==> config.mk <==
export PLATFORM = sky130hd
export DESIGN_NAME = seq_divider
export DESIGN_NICKNAME = d
export VERILOG_FILES = /design/src/rtl/alu_pkg.sv /design/src/rtl/adder.sv /design/src/rtl/seq_divider.sv
export SDC_FILE = /design/constraint.sdc
export NUM_CORES = 1
export LEC_CHECK = 0
export ABC_AREA = 1
export BUFFER_PORTS_ARGS = -buffer_cell sky130_fd_sc_hd__buf_2
export CORE_ASPECT_RATIO = 1.4
export CORE_UTILIZATION = 62
export DETAILED_ROUTE_END_ITERATION = 12
export PLACE_DENSITY = 0.92
export SLEW_MARGIN = 0
export SYNTH_ARGS = -nofsm -noshare
export SYNTH_HDL_FRONTEND = slang
export SYNTH_SLANG_ARGS = --single-unit
==> constraint.sdc <==
create_clock -name clk -period 5.7 [get_ports clk]
set_clock_uncertainty 0.2 [all_clocks]
set_input_delay 0.285 -clock clk [delete_from_list [all_inputs] [get_ports clk]]
set_output_delay 0.285 -clock clk [all_outputs]
set_load 0.005 [all_outputs]
==> src/rtl/alu_pkg.sv <==
// Shared constants for the ALU-side functional units: widths, divider FSM
// encoding and the divide-by-zero quotient value.
package alu_pkg;

  localparam int WIDTH = 32;

  localparam logic [WIDTH-1:0] DBZ_QUOTIENT = 32'hFFFF_FFFF;

  typedef enum logic [1:0] {
    ST_IDLE = 2'd0,
    ST_RUN  = 2'd1,
    ST_FIN  = 2'd2
  } div_state_t;

endpackage

==> src/rtl/adder.sv <==
// 32-bit carry-lookahead adder: 4-bit groups with generate/propagate,
// group carries resolved by a second lookahead level.
module adder (
  input  logic [31:0] a,
  input  logic [31:0] b,
  input  logic        cin,
  output logic [31:0] sum,
  output logic        cout
);

  logic [31:0] g;
  logic [31:0] p;
  logic [31:0] c;
  logic [7:0]  gg;
  logic [7:0]  pg;
  logic [8:0]  cg;

  always_comb begin
    g  = a & b;
    p  = a ^ b;
    gg = '0;
    pg = '0;
    cg = '0;
    c  = '0;
    for (int k = 0; k < 8; k++) begin
      gg[k] = g[4*k+3]
            | (p[4*k+3] & g[4*k+2])
            | (p[4*k+3] & p[4*k+2] & g[4*k+1])
            | (p[4*k+3] & p[4*k+2] & p[4*k+1] & g[4*k]);
      pg[k] = &p[4*k +: 4];
    end
    cg[0] = cin;
    for (int k = 0; k < 8; k++) begin
      cg[k+1] = gg[k] | (pg[k] & cg[k]);
    end
    // Carries inside each group come from the group's own carry-in.
    for (int k = 0; k < 8; k++) begin
      c[4*k]   = cg[k];
      c[4*k+1] = g[4*k] | (p[4*k] & cg[k]);
      c[4*k+2] = g[4*k+1] | (p[4*k+1] & g[4*k]) | (p[4*k+1] & p[4*k] & cg[k]);
      c[4*k+3] = g[4*k+2] | (p[4*k+2] & g[4*k+1]) | (p[4*k+2] & p[4*k+1] & g[4*k])
               | (p[4*k+2] & p[4*k+1] & p[4*k] & cg[k]);
    end
    sum  = p ^ c;
    cout = cg[8];
  end

endmodule

==> src/rtl/seq_divider.sv <==
// Restoring shift-subtract unsigned divider, one quotient bit per clock,
// using the datapath adder in subtract mode. start/done handshake.
module seq_divider #(
  parameter int WIDTH = alu_pkg::WIDTH,
  parameter int CNT_W = 6
) (
  input  logic             clk,
  input  logic             rst_n,
  input  logic             start,
  input  logic [WIDTH-1:0] dividend,
  input  logic [WIDTH-1:0] divisor,
  output logic             busy,
  output logic             done,
  output logic [WIDTH-1:0] quotient,
  output logic [WIDTH-1:0] remainder,
  output logic             div_by_zero
);
  import alu_pkg::*;

  // Handshake: start is sampled only in IDLE; done pulses for one cycle with
  // busy still high, and results hold from done until the next accepted start.
  div_state_t       state;
  div_state_t       state_nxt;
  logic [WIDTH-1:0] q_reg;
  logic [WIDTH-1:0] r_reg;
  logic [WIDTH-1:0] d_reg;
  logic [CNT_W-1:0] cnt;

  logic             msb;
  logic [WIDTH-1:0] r_sh;
  logic [WIDTH-1:0] diff;
  logic             cout;
  logic             ge;
  logic [WIDTH-1:0] r_nxt;
  logic [WIDTH-1:0] q_nxt;
  logic             last;

  assign {msb, r_sh} = {r_reg, q_reg[WIDTH-1]};

  adder u_adder (
    .a    (r_sh),
    .b    (~d_reg),
    .cin  (1'b1),
    .sum  (diff),
    .cout (cout)
  );

  // msb covers shifted remainders of 2^32 or more, which always exceed D.
  assign ge    = msb | cout;
  assign r_nxt = ge ? diff : r_sh;
  assign q_nxt = {q_reg[WIDTH-2:0], ge};
  assign last  = (cnt == CNT_W'(WIDTH - 1));

  always_comb begin
    state_nxt = state;
    busy      = 1'b0;
    done      = 1'b0;
    case (state)
      ST_IDLE: begin
        if (start) state_nxt = (divisor == '0) ? ST_FIN : ST_RUN;
      end
      ST_RUN: begin
        busy = 1'b1;
        if (last) state_nxt = ST_FIN;
      end
      ST_FIN: begin
        busy      = 1'b1;
        done      = 1'b1;
        state_nxt = ST_IDLE;
      end
      default: state_nxt = ST_IDLE;
    endcase
  end

  always_ff @(posedge clk or negedge rst_n) begin
    if (!rst_n) begin
      state       <= ST_IDLE;
      q_reg       <= '0;
      r_reg       <= '0;
      d_reg       <= '0;
      cnt         <= '0;
      quotient    <= '0;
      remainder   <= '0;
      div_by_zero <= 1'b0;
    end else begin
      state <= state_nxt;
      case (state)
        ST_IDLE: begin
          if (start) begin
            q_reg       <= dividend;
            d_reg       <= divisor;
            r_reg       <= '0;
            cnt         <= '0;
            div_by_zero <= (divisor == '0);
            if (divisor == '0) begin
              quotient  <= DBZ_QUOTIENT;
              remainder <= dividend;
            end
          end
        end
        ST_RUN: begin
          q_reg <= q_nxt;
          r_reg <= r_nxt;
          cnt   <= cnt + CNT_W'(1);
          // Publish on the final iteration so results line up with done.
          if (last) begin
            quotient  <= q_nxt;
            remainder <= r_nxt;
          end
        end
        default: ;
      endcase
    end
  end

endmodule

==> metrics.md, run 1 <==
| Metric | Value |
|---|---|
| Status | `finished clean` |
| Post-synthesis simple-gate area fraction | `0.255` |
| Htree depth | `4` |
| Worst-Skew Late Latency | `0.43 ns` |
| Worst slew margin | `0.222` |
| Via Count | `approximately 8600` |
| Post-DR wirelength/cell | `16.0 um` |
| Sequential area share after synthesis | `0.461` |
| CP max stage delay | `0.57 ns` |
| Fraction of layout cells with a size suffix above 1 | `0.178` |
| Worst Hold End | `q_reg[23]$_DFFE_PN0P_` |
| Leak pwr | `5.76 nW` |
| #FFs+latches synth | `169` |
| Synth top area share | `0.461` |
| Post-synth net total | `1288` |
| Adder-Cell Fraction of Synth Area | `0.0657` |
| Largest net degree at the start of global routing | `roughly 120` |
| GR Util All Layers | `0.326` |
| P&R area growth vs syn | `18.5%` |
| Fin crit share | `0.694` |
| Total power | `5.42 mW` |
| Worst R2R End | `remainder[28]$_DFFE_PN0P_` |
| Avg Synthesized Cell Area | `7.80 um^2` |
| Ant diodes | `0` |
| Sink Count | `169` |
| Netlist Area Pre-Place | `9180 um^2` |
| CTS max path bufs | `2` |
| Largest family of logic cells by synthesized area | `simple AND/OR/NAND/NOR gates` |
| Number of port buffers | `about 130` |
| Post-CTS Setup Bufs | `0` |
| Combinational Power Share | `0.432` |
| Actual slew at the worst max-slew pin | `1.16 ns` |
| Post-synth top area cell | `dfrtp_1` |
| Ports | `134` |
| First-pass GRT wire length | `39.4 mm` |
| Post-CTS Hold Buffers | `33` |
| Max frequency | `0.253 GHz` |
| Post-synthesis mux area share | `0` |
| Hold Path Cell Cnt | `5` |
| Peak supply drop | `326 uV` |
| Crit Path Class | `flip-flop to flip-flop` |
| Antenna-violating nets left | `0` |
| First-pass detailed-route iteration total | `5` |
| Final Hold Fails | `0` |
| Worst-path fanout max | `78` |
| Final wirelength | `24.2 mm` |
| Power Density | `499 nW/um^2` |
| Core area | `14400 um^2` |
| Required @ worst endpoint | `approximately 5.8 ns` |
| Number of antenna violations at the first check in global routing | `0` |
| XOR/XNOR Fraction of Synth Area | `0.0162` |
| Fraction of registers with async set/reset | `1.00` |
| Crit. End Element | `flip-flop` |
| Most common cell in the netlist | `nand2_1` |
| FILL cells | `985` |
| Critical Path Start Type | `flip-flop` |
| DR iter-0 viols | `about 800` |
| CTS tree | `built` |
| Setup violators final | `0` |
| CTS-repair resized insts | `0` |
| Final GP Congestion | `0.843` |
| Yosys warnings | `0` |
| RSZ-0062 raised after global routing | `no` |
| NumNets Final | `roughly 1400` |
| Max Cap Viol | `0` |
| Starting Density | `0.635` |
| Std-Cell Rows | `52` |
| Net load switching power | `2.19 mW` |
| Clk pwr share | `0.234` |
| Die area | `15300 um^2` |
| Synth Instances | `1177` |
| Sw frac | `0.404` |
| Critical path's most frequent cell | `inv_1` |
| Most frequent cells after synthesis | `332 x nand2_1, 169 x dfrtp_1, 152 x inv_1, 100 x o21ai_0, 81 x nand3_1` |
| HP Class | `primary input to flip-flop` |
| Worst setup margin | `roughly 1.7 ns` |
| CTS Root Cell | `clkbuf_16` |
| Post-route minimum period | `3.95 ns` |
| Max Slew Vio Count | `0` |
| Critical Path AT | `4.07 ns` |
| Worst-path cell chain | `inv_1 -> ha_2 -> buf_4 -> o41ai_1 -> o211ai_1 -> inv_1 -> nand2_1 -> buf_4 -> inv_2 -> or2_2 -> nand2_1 -> inv_1` |
| Fin Hold WS | `around 0.0054 ns` |
| Total gr overflow | `0` |
| R2R cell count | `12` |
| Die Wd | `105 um` |
| Number of global-route vias before repair | `8272` |
| Compound-gate portion of the synthesized area | `0.111` |
| Ys flop type | `dfrtp_1` |
| Cts bufs inserted | `17` |
| Internal power | `3.23 mW` |
| FF-to-FF Start | `state[1]$_DFFE_PN0P_` |
| Die Ht | `roughly 150 um` |
| Netlist cell types | `33` |
| Via-per-instance ratio | `5.70` |
| Crit-path slowest cell | `buf_4` |
| Synth area leaders | `dfrtp_1 46%, nand2_1 14%, inv_1 6.2%, o21ai_0 5.5%, ha_1 5.0%` |
| # DRC | `0` |
| Worst slack, placed | `~2.0 ns` |
| Reg power frac | `0.334` |
| Number of synthesized flops with an enable pin | `0` |
| Clock transition at path regs | `about 0.06 ns` |
| Final HPWL from detailed placement | `14.9 mm` |
| TNS Setup | `0 ns` |
| Worst hold start | `dividend[23]` |
| R2R setup slack | `1.75 ns` |
[cell usage in the layout (no fill, tap or decap), types with 9 or more instances in the layout]
master / n
o21ai_0: 100
a31oi_1: 34
dfrtp_1: 169
xor2_1: 9
a21oi_1: 51
inv_1: 151
nand3_1: 81
ha_1: 36
or2_2: 32
nor2_1: 51
nand2_1: 331
dlygate4sd3_1: 33
buf_2: 132
nand2_2: 25
clkbuf_16: 17
[stage by stage]
step | util | area (um^2) | cells
5_1_grt | 0.753 | 10900 | 1512
2_1_floorplan | - | 9180 | 1177
6_report | 0.753 | 10900 | 1512
3_5_place_dp | 0.685 | 9900 | 1449
3_3_place_gp | 0.685 | 9900 | 1449
4_1_cts | 0.753 | 10900 | 1512
[worst max path at each step]
stage,startpoint,to,slack (ns),cells after the start
after global routing,state[1]$_DFFE_PN0P_,remainder[28]$_DFFE_PN0P_,1.56,12
final,state[1]$_DFFE_PN0P_,remainder[28]$_DFFE_PN0P_,1.75,12
after CTS,state[1]$_DFFE_PN0P_,remainder[28]$_DFFE_PN0P_,1.84,12
after floorplan,r_reg[0]$_DFFE_PN0P_,remainder[29]$_DFFE_PN0P_,2.89,24
after detailed placement,state[1]$_DFFE_PN0P_,remainder[10]$_DFFE_PN0P_,2.00,12
after global placement,state[1]$_DFFE_PN0P_,quotient[11]$_DFFE_PN0P_,2.14,12
[metal layers]
| metal | vias up | global-route usage | wire [um] |
|---|---|---|---|
| met4 | 0 | 0.135 | 894 |
| li1 | 4015 | - | - |
| met3 | 86 | 0.0560 | 1740 |
| met1 | 4036 | 0.419 | 9580 |
| met5 | - | 0 | 0 |
| met2 | 481 | 0.549 | 12000 |
[cell type report]
type / count / area (um^2) / share of cell area
clock buffer: 18 / 439 / 0.0404
clock inverter: 12 / 200 / 0.0184
inverter: 156 / 586 / 0.0539
multi-input combinational: 794 / 4120 / 0.379
sequential: 169 / 4230 / 0.389
tap: 189 / 236 / 0.0218
timing repair buffer: 174 / 1060 / 0.0977
[critical path, delay by kind of cell (launching register included)]
family / cells / cell delay, ns
AO/OA/AOI/OAI: 2 / 0.48
adder cells (fa/ha/maj): 1 / 0.39
flip-flops: 1 / 0.43
AND/OR/NAND/NOR: 3 / 0.65
buffers and inverters: 6 / 1.67
[power groups by stage]
stage	Combinational [mW]	Clock (mW)	Sequential [mW]
after floorplan	1.59	0	1.81
after global placement	2.11	0	1.81
after detailed placement	2.22	0	1.82
after CTS	2.31	1.27	1.81
after global routing	2.61	1.33	1.85
final	2.34	1.27	1.81
[kinds of logic (layout without fill, tap and decap cells)]
logic type	Yosys count	after routing
AOI/OAI and AO/OA	192	192
xor gates and xnor gates	17	17
adders and majority gates	44	44
buffers and inverters	214	360
DFF	169	169
and+or+nand+nor	541	541
Power figures use the tool's default switching activity.
==> run 2, diff against run 1 <==
CORE_UTILIZATION = 52   (was 62)
PLACE_DENSITY = 0.83   (was 0.92)
clock period = 3.4 ns   (was 5.7 ns; I/O delays follow)
==> metrics.md, run 2 (same netlist as run 1, synthesis figures left out) <==
| Metric | Value |
|---|---|
| Ports | `134 (unchanged)` |
| Worst-Skew Late Latency | `0.43 ns (about the same)` |
| Internal power | `5.48 mW (was 3.23 mW)` |
| Finished Layout Cells | `1612 (was 1512)` |
| Sink Count | `169 (unchanged)` |
| HP Class | `primary input to asynchronous set/reset pin (was primary input to flip-flop)` |
| P&R area growth vs syn | `26.3% (was 18.5%)` |
| Worst-path fanout max | `8 (was 78)` |
| Die area | `18200 um^2 (was 15300 um^2)` |
| Worst slew margin | `0.361 (was 0.222)` |
| Power Density | `797 nW/um^2 (was 499 nW/um^2)` |
| Std-Cell Rows | `57 (was 52)` |
| Fraction of layout cells with a size suffix above 1 | `0.193 (was 0.178)` |
| Post-DR wirelength/cell | `15.6 um (was 16.0 um)` |
| Die Ht | `159 um (was 146 um)` |
| Crit. End Element | `flip-flop (unchanged)` |
| DP Area | `10000 um^2 (was 9900 um^2)` |
| Post-route cell area | `11600 um^2 (was 10900 um^2)` |
| CTS max path bufs | `2 (unchanged)` |
| Cts bufs inserted | `17 (unchanged)` |
| Total power | `9.24 mW (was 5.42 mW)` |
| Via-per-instance ratio | `5.36 (was 5.70)` |
| Worst setup margin | `0.0974 ns (was 1.75 ns)` |
| Ant diodes | `0 (unchanged)` |
| Required @ worst endpoint | `3.56 ns (was 5.82 ns)` |
| Max Slew Vio Count | `0 (unchanged)` |
| Sw frac | `0.407 (was 0.404)` |
| Combinational Power Share | `0.442 (was 0.432)` |
| Final GP Congestion | `0.860 (was 0.843)` |
| Reg power frac | `0.330 (was 0.334)` |
| Largest net degree at the start of global routing | `101 (was 119)` |
| Net load switching power | `3.76 mW (was 2.19 mW)` |
| Placed cells | `1502 (was 1449)` |
| Sequential cell area | `4230 um^2 (unchanged)` |
| Core area | `17300 um^2 (was 14400 um^2)` |
| Total gr overflow | `0 (unchanged)` |
| Peak supply drop | `1750 uV (was 326 uV)` |
| Multi-input combinational cell area | `4240 um^2 (was 4120 um^2)` |
| Antenna-violating nets left | `0 (unchanged)` |
| Htree depth | `4 (unchanged)` |
| Setup violators final | `0 (unchanged)` |
| Actual slew at the worst max-slew pin | `0.959 ns (was 1.16 ns)` |
| Leak pwr | `5.99 nW (was 5.76 nW)` |
| Most frequent cells in the layout | `331 x nand2_1, 169 x dfrtp_1, 150 x inv_1, 132 x buf_2, 100 x o21ai_0 (was 331 x nand2_1, 169 x dfrtp_1, 151 x inv_1, 132 x buf_2, 100 x o21ai_0)` |
| Final HPWL from detailed placement | `15.1 mm (was 14.9 mm)` |
| Worst slack, placed | `0.165 ns (was 2.00 ns)` |
| DR iter-0 viols | `741 (was 793)` |
| Clk pwr share | `0.228 (was 0.234)` |
| First-pass GRT wire length | `38.9 mm (was 39.4 mm)` |
| Number of global-route vias before repair | `8193 (was 8272)` |
| Number of antenna violations at the first check in global routing | `0 (unchanged)` |
| Clock transition at path regs | `0.07 ns (was 0.06 ns)` |
| Post-route minimum period | `3.30 ns (was 3.95 ns)` |
| CTS tree | `built (unchanged)` |
| Critical Path AT | `3.46 ns (was 4.07 ns)` |
| Critical Path Start Type | `flip-flop (unchanged)` |
| Die Wd | `114 um (was 105 um)` |
| Final wirelength | `25.2 mm (was 24.2 mm)` |
| Starting Density | `0.529 (was 0.635)` |
| First-pass detailed-route iteration total | `7 (was 5)` |
| Max Cap Viol | `0 (unchanged)` |
| FILL cells | `1328 (was 985)` |
| CTS Root Cell | `clkbuf_16 (unchanged)` |
| Number of port buffers | `133 (unchanged)` |
| # DRC | `0 (unchanged)` |
| NumNets Final | `1474 (was 1423)` |
| Max frequency | `0.303 GHz (was 0.253 GHz)` |
| Final Hold Fails | `0 (unchanged)` |
| GR Util All Layers | `0.270 (was 0.326)` |
| Status | `finished clean (unchanged)` |
| Fin crit share | `0.971 (was 0.694)` |
| Most common cell after layout, fill and taps aside | `nand2_1 (unchanged)` |
| Crit Path Class | `flip-flop to flip-flop (unchanged)` |
| Via Count | `8647 (was 8618)` |
## run 2: cell count changes in the layout (fill, tap and decap cells not counted), moves of 3 or more
| cell | previous run | this run |
|---|---|---|
| dlygate4sd3_1 | 33 | 66 |
| buf_4 | 8 | 19 |
| ha_1 | 36 | 29 |
| ha_4 | 0 | 7 |
| inv_6 | 0 | 5 |
| buf_12 | 0 | 3 |
| clkinv_2 | 3 | 0 |
| nand2_2 | 25 | 22 |
## run 2: worst paths after layout
path,start,to,slack [ns],depth (start not counted)
worst max-delay path,r_reg[5]$_DFFE_PN0P_,r_reg[20]$_DFFE_PN0P_,0.1,24
worst min register to register,div_by_zero$_DFFE_PN0P_,div_by_zero$_DFFE_PN0P_,0.30,2
max in group asynchronous,rst_n,d_reg[16]$_DFFE_PN0P_,1.99,3
worst min-delay path,rst_n,quotient[24]$_DFFE_PN0P_,0.11,2
min in group clk,div_by_zero$_DFFE_PN0P_,div_by_zero$_DFFE_PN0P_,0.30,2
worst max register to register,r_reg[5]$_DFFE_PN0P_,r_reg[20]$_DFFE_PN0P_,0.1,24
## run 2: per-layer routing
layer | wire length, um | track usage | share of wire
met1 | 10300 | 0.352 | 0.41
met2 | 11900 | 0.443 | 0.47
met3 | 1740 | 0.0407 | 0.069
met4 | 1210 | 0.125 | 0.048
met5 | 0 | 0 | 0
## run 2: repair_timing
action                                  in CTS  in global routing
hold buffers                                66                  0
gates resized for setup                      0                 16
endpoints found under the hold margin      166                  0
buffers inserted                             0                  9
endpoints found under the setup margin       0                 65
## run 2: layout make-up
| cell class | instances | area share |
|---|---|---|
| well taps | 236 | 0.0255 |
| clock buffers | 18 | 0.0370 |
| clock inverters | 14 | 0.0179 |
| flip-flops and latches | 169 | 0.365 |
| repair buffers | 225 | 0.139 |
| multi-input cells | 794 | 0.366 |
| inverters | 156 | 0.0505 |
## run 2: per-stage QoR
stage | TNS [ns] | utilization | hold WS, ns
after floorplan | 0 | - | -0.326
after global placement | 0 | 0.579 | 0.0150
after detailed placement | 0 | 0.579 | 0.0190
after CTS | 0 | 0.654 | 0.132
after global routing | -1.07 | 0.669 | 0.180
final | 0 | 0.669 | 0.115
## run 2: worst max-delay path, cell delays in order, from the launching register on
cell and delay (ns):
dfrtp_1 0.45, ha_4 0.32, nand2_1 0.08, nor2_1 0.15, a21oi_1 0.11, nand2_2 0.10
nand2_1 0.07, nand2_2 0.10, nand2_2 0.07, nand2_4 0.09, nand2_1 0.07, nand2_2 0.09
nand2_2 0.08, nand2_4 0.08, nand2_2 0.06, nand2_2 0.09, nand2_2 0.10, nand2_4 0.10
nand2_8 0.07, nor2_8 0.22, buf_12 0.17, nand2_1 0.08, nand2_1 0.07, nand2_1 0.07
nand2_1 0.12
## run 2: power by group through the flow
| stage | clock network, mW | logic [mW] | registers (mW) |
|---|---|---|---|
| 2_1_floorplan | 0 | 2.66 | 3.03 |
| 3_3_place_gp | 0 | 3.65 | 3.05 |
| 3_5_place_dp | 0 | 3.75 | 3.07 |
| 4_1_cts | 2.12 | 3.86 | 3.03 |
| 5_1_grt | 2.21 | 4.59 | 3.12 |
| 6_report | 2.11 | 4.08 | 3.05 |
